**src/rtl/eth_rx_pkt_queue.sv**
```systemverilog
// Store-and-forward ingress packet queue: words become visible on the FWFT read side only
// once their packet's end word is committed; overflowing or truncated packets are dropped whole.
module eth_rx_pkt_queue #(
  parameter int DEPTH = 64,
  parameter int AW    = $clog2(DEPTH),
  parameter int CNT_W = 16
) (
  input  logic             clk,
  input  logic             rstn,
  input  logic             wr_en,
  input  logic [33:0]      wr_data,
  input  logic             rd_en,
  output logic [33:0]      rd_data,
  output logic             empty,
  output logic             full,
  output logic [AW:0]      pkt_count,
  output logic [CNT_W-1:0] drop_count,
  output logic             overflow
);

  typedef enum logic [1:0] {W_IDLE, W_PKT, W_DROP} w_state_e;

  localparam logic [AW:0]    LP_DEPTH = (AW+1)'(DEPTH);
  localparam logic [CNT_W:0] LP_SAT   = {1'b0, {CNT_W{1'b1}}};

  w_state_e         r_state, w_state_nxt;
  logic [AW:0]      r_wr_ptr, r_cm_ptr, r_rd_ptr;
  logic [AW:0]      r_pkt_count;
  logic [CNT_W-1:0] r_drop_count;
  logic             r_overflow;
  logic [33:0]      r_mem [DEPTH];

  logic        w_start, w_end, w_pop, w_pop_end, w_empty;
  logic [AW:0] w_base, w_occ_base, w_occ;
  logic        w_base_full, w_accepting;
  logic        w_wr, w_commit, w_ovf, w_partial;
  logic [1:0]  w_drop_inc;
  logic [CNT_W:0] w_drop_sum;

  assign w_start = wr_data[32];
  assign w_end   = wr_data[33];

  // A start word arriving mid-packet restarts from the commit pointer, so the discarded
  // partial packet's space is reclaimed before the full test is made.
  assign w_base      = (r_state == W_PKT && w_start) ? r_cm_ptr : r_wr_ptr;
  assign w_occ_base  = w_base - r_rd_ptr;
  assign w_base_full = (w_occ_base == LP_DEPTH);
  assign w_occ       = r_wr_ptr - r_rd_ptr;

  assign w_empty   = (r_rd_ptr == r_cm_ptr);
  assign w_pop     = rd_en && !w_empty;
  assign w_pop_end = w_pop && r_mem[r_rd_ptr[AW-1:0]][33];

  // State register
  // NOTE: sequential state uses non-blocking assignments so every flop samples pre-edge values.
  always_ff @(posedge clk or negedge rstn) begin
    if (!rstn) r_state <= W_IDLE;
    else       r_state <= w_state_nxt;
  end

  // Next-state logic
  // NOTE: every combinational output gets a default first so no path infers a latch.
  always_comb begin
    w_state_nxt = r_state;
    if (wr_en) begin
      if (w_start) begin
        w_state_nxt = w_end ? W_IDLE : (w_base_full ? W_DROP : W_PKT);
      end else begin
        case (r_state)
          W_PKT:   w_state_nxt = w_end ? W_IDLE : (w_base_full ? W_DROP : W_PKT);
          W_DROP:  w_state_nxt = w_end ? W_IDLE : W_DROP;
          default: w_state_nxt = r_state;
        endcase
      end
    end
  end

  // Output decode: write/commit/drop strobes for the datapath
  always_comb begin
    w_wr        = 1'b0;
    w_commit    = 1'b0;
    w_ovf       = 1'b0;
    w_partial   = 1'b0;
    w_accepting = wr_en && (w_start || r_state == W_PKT);
    if (wr_en && w_start && r_state == W_PKT) w_partial = 1'b1;
    if (w_accepting) begin
      if (w_base_full) begin
        w_ovf = 1'b1;
      end else begin
        w_wr     = 1'b1;
        w_commit = w_end;
      end
    end
    w_drop_inc = {1'b0, w_partial} + {1'b0, w_ovf};
  end

  assign w_drop_sum = {1'b0, r_drop_count} + (CNT_W+1)'(w_drop_inc);

  always_ff @(posedge clk or negedge rstn) begin
    if (!rstn) begin
      r_wr_ptr     <= '0;
      r_cm_ptr     <= '0;
      r_rd_ptr     <= '0;
      r_pkt_count  <= '0;
      r_drop_count <= '0;
      r_overflow   <= 1'b0;
    end else begin
      if (w_wr)       r_wr_ptr <= w_base + 1'b1;
      else if (w_ovf) r_wr_ptr <= r_cm_ptr;
      if (w_commit)   r_cm_ptr <= w_base + 1'b1;
      if (w_pop)      r_rd_ptr <= r_rd_ptr + 1'b1;
      case ({w_commit, w_pop_end})
        2'b10:   r_pkt_count <= r_pkt_count + 1'b1;
        2'b01:   r_pkt_count <= r_pkt_count - 1'b1;
        default: r_pkt_count <= r_pkt_count;
      endcase
      r_drop_count <= (w_drop_sum > LP_SAT) ? LP_SAT[CNT_W-1:0] : w_drop_sum[CNT_W-1:0];
      r_overflow   <= w_ovf;
    end
  end

  // NOTE: the storage array has no reset; pointers alone define which entries are valid.
  always_ff @(posedge clk) begin
    if (w_wr) r_mem[w_base[AW-1:0]] <= wr_data;
  end

  assign rd_data    = w_empty ? '0 : r_mem[r_rd_ptr[AW-1:0]];
  assign empty      = w_empty;
  assign full       = (w_occ == LP_DEPTH);
  assign pkt_count  = r_pkt_count;
  assign drop_count = r_drop_count;
  assign overflow   = r_overflow;

endmodule

```
**config.mk**
```make
export PLATFORM = sky130hd
export DESIGN_NAME = eth_rx_pkt_queue
export DESIGN_NICKNAME = d
export VERILOG_FILES = /design/src/rtl/eth_rx_pkt_queue.sv
export SDC_FILE = /design/constraint.sdc
export NUM_CORES = 2
export LEC_CHECK = 0
export CORE_ASPECT_RATIO = 1.75
export CORE_UTILIZATION = 45
export CTS_CLUSTER_SIZE = 10
export DETAILED_ROUTE_END_ITERATION = 7
export PLACE_DENSITY = 0.63
export SLEW_MARGIN = 40
export SYNTH_ARGS = -nofsm -noshare
export SYNTH_HDL_FRONTEND = slang
export SYNTH_SLANG_ARGS = --single-unit
```
**constraint.sdc**
```tcl
create_clock -name clk -period 6.3 [get_ports clk]
set_input_delay 0.945 -clock clk [delete_from_list [all_inputs] [get_ports clk]]
set_output_delay 0.945 -clock clk [all_outputs]
set_load 0.005 [all_outputs]
```
==> flow_summary.toml <==
[sta]
maxSlewViolCount = 0
hold_viol = 0
worst_slew_pin_slew_ps = 908
final.min_clock_period_ps = 6040
rsz0062_at_grt = "false"
fmax_ghz = 0.166
hold_ws_ps = 199
max_slew_margin_pct = 39.5
fin_skew_ps = 44.0
fin_tns_setup_ps = 0
finalSetupViolCount = 0
post-route-period-util_pct = 95.9

[critical_path]
r2r-start = "r_rd_ptr[2]$_DFFE_PN0P_"
regToRegSetupSlack_ps = 1290
arrival_ps = 5090
r2r-end = "r_mem[44][12]$_DFFE_PP_"
crit_type = "register to primary output"
crit_path_end_kind = "primary output"
reg2reg_depth = 11
cp-start-kind = "register"
path_max_fanout = 51
cp.required_ps = 5350

[floorplanning]
die_h_um = 582
ios = 98
die-area_um2 = 194000
core-area_um2 = 191000
die_x_um = 333
start_util_pct = 45.3
rows = 212

[yosys]
seq_area_frac_synth_pct = 77.0
synth_seq_cells = 2223
ys_warn_count = 0
syn_inst = 3983
syn_nets = 4044
ys.flop_type = "edfxtp_1"
async_reset_ff_share_pct = 2.11
syn_area_per_cell_um2 = 21.7
netlist_area_um2 = 86400
synth-edff-count = 2176
synthDistinctLibCells = 66

[global_route]
grt_overflow = 0
grt_max_degree = 107
antenna_found_initial = 9
grt_pass1_vias = 44105
grt_usage_pct = 23.9
grt_pass1_wl_mm = 327

[detailed_routing]
post_drt_wl_per_cell_um = 33.9
drt_iter0_drc = 4115
drc = 0
vias_per_cell = 6.23
wl_mm = 231
drtPass1Iterations = 5
dr_total_vias = 42469
antenna_left = 0

[pwr]
power_uw = 43100
power.density_nw_per_um2 = 439
peakVddDrop_v = 0.000247
power.leakage_uw = 0.0311

[cells_and_area]
multi_input_area_um2 = 19100
layout_common_cells = "2176 x edfxtp_1, 528 x mux4_2, 253 x clkbuf_16"
layout.nets = 4383
fin_area_um2 = 98200
final_common_cell = "edfxtp_1"
nFillCells = 14589
regArea_um2 = 66500
area_delta_synth_final_pct = 13.7
drive_above_1_share_pct = 25.8

[cts]
cts_buffer_depth = 4
cts-resized-gates = 0
cts_made_buffers = 248
clk_pin_slew_ps = 60
post-cts-setup-buffers = 0
htree_levels = 4
clkLatencyLatePin_ps = 850
clock-sinks = 2223
hold_buffers = 0
cts_tree = "done"
cts_root_buf = "clkbuf_16"

[flow_run]
drv_cap = 0

[placed_design]
gp_congestion = 0.832
hpwlAfterDp_mm = 137
portBuffers = 97
post_dp_cell_area_um2 = 91800

[worst_hold_path]
hold_class = "input pin to async pin"

[run_status]
status = "finished clean"
## registers in the layout, indices dropped and copies added, names as in the netlist
name        flops
drop_count     16
overflow        1
pkt_count       7
r_cm_ptr        7
r_mem        2176
r_rd_ptr        7
r_state         2
r_wr_ptr        7
## cells by family (layout without fill, tap and decap cells)
kind of cell / after synthesis / after routing / synth area share, %
adder cells (fa/ha/maj): 23 / 23 / 0.351
AND/OR/NAND/NOR: 422 / 422 / 2.15
AO/OA/AOI/OAI: 320 / 320 / 2.54
XOR/XNOR: 35 / 35 / 0.355
buffers and inverters: 240 / 611 / 1.56
flip-flops: 2223 / 2223 / 77.0
other: 0 / 2 / 0
multiplexers: 720 / 720 / 16.0
## worst max-delay path: stages (launching register included)
cell and delay [ps]:
dfrtp_4 910, buf_12 450, nand2b_1 690, o22ai_1 210, a2111oi_0 670, nor3_1 210, a221o_1 450, clkdlybuf4s50_1 530
## metrics by stage
step           std cells  setup slack [ps]  utilization, %
2_1_floorplan       3983               870               -
3_3_place_gp        6532               704            48.1
3_5_place_dp        6533               789            48.1
4_1_cts             6815               174            51.5
5_1_grt             6816               104            51.5
6_report            6817               261            51.5
## power breakdown
part           internal [uW]  total [uW]  switching (uW)
Combinational           5720       13600            7930
Sequential             16800       17200             434
Clock                   7040       12300            5250
## metal layers
| layer | vias up | wire length [um] | share of wire, % | global-route usage [%] |
|---|---|---|---|---|
| met1 | 23070 | 84300 | 36 | 28.9 |
| li1 | 17240 | - | - | - |
| met5 | - | 26 | 0.011 | 0 |
| met2 | 1679 | 124000 | 54 | 43.1 |
| met4 | 4 | 9640 | 4.2 | 9.43 |
| met3 | 476 | 13200 | 5.7 | 3.28 |
## area by class of cell
class / instances / share of cell area (%)
Antenna cell: 2 / 0.00509
Tap cell: 2461 / 3.13
Clock inverter: 4 / 0.0267
Inverter: 29 / 0.117
Clock buffer: 278 / 6.55
Multi-Input combinational cell: 1520 / 19.4
Sequential cell: 2223 / 67.7
Timing Repair Buffer: 300 / 3.04
## worst max-delay path by stage
stage	startpoint	end	slack, ps	depth (start not counted)
after global placement	wr_data[32]	drop_count[10]$_DFF_PN0_	700	19
after CTS	r_rd_ptr[0]$_DFFE_PN0P_	rd_data[8]	170	7
after detailed placement	wr_data[32]	drop_count[10]$_DFF_PN0_	790	19
final	r_rd_ptr[0]$_DFFE_PN0P_	rd_data[8]	260	7
after floorplan	wr_data[32]	r_mem[41][0]$_DFFE_PP_	870	14
after global routing	r_rd_ptr[0]$_DFFE_PN0P_	rd_data[8]	100	7
## cell usage after synthesis (26+ instances only)
cell      instances  area [um2]
a21oi_1          45         225
a32oi_1          32         280
buf_2            70         350
buf_4            53         398
clkbuf_1         60         225
dfrtp_1          47        1180
edfxtp_1       2176       65300
inv_1            26        97.6
mux2i_1         183        1830
mux4_2          528       11900
nand2_1         193         724
nand3_1          43         215
nor2_1          111         417
o21ai_0          63         315
o22ai_1          39         244
No activity file was read; power rests on OpenSTA's default activity.
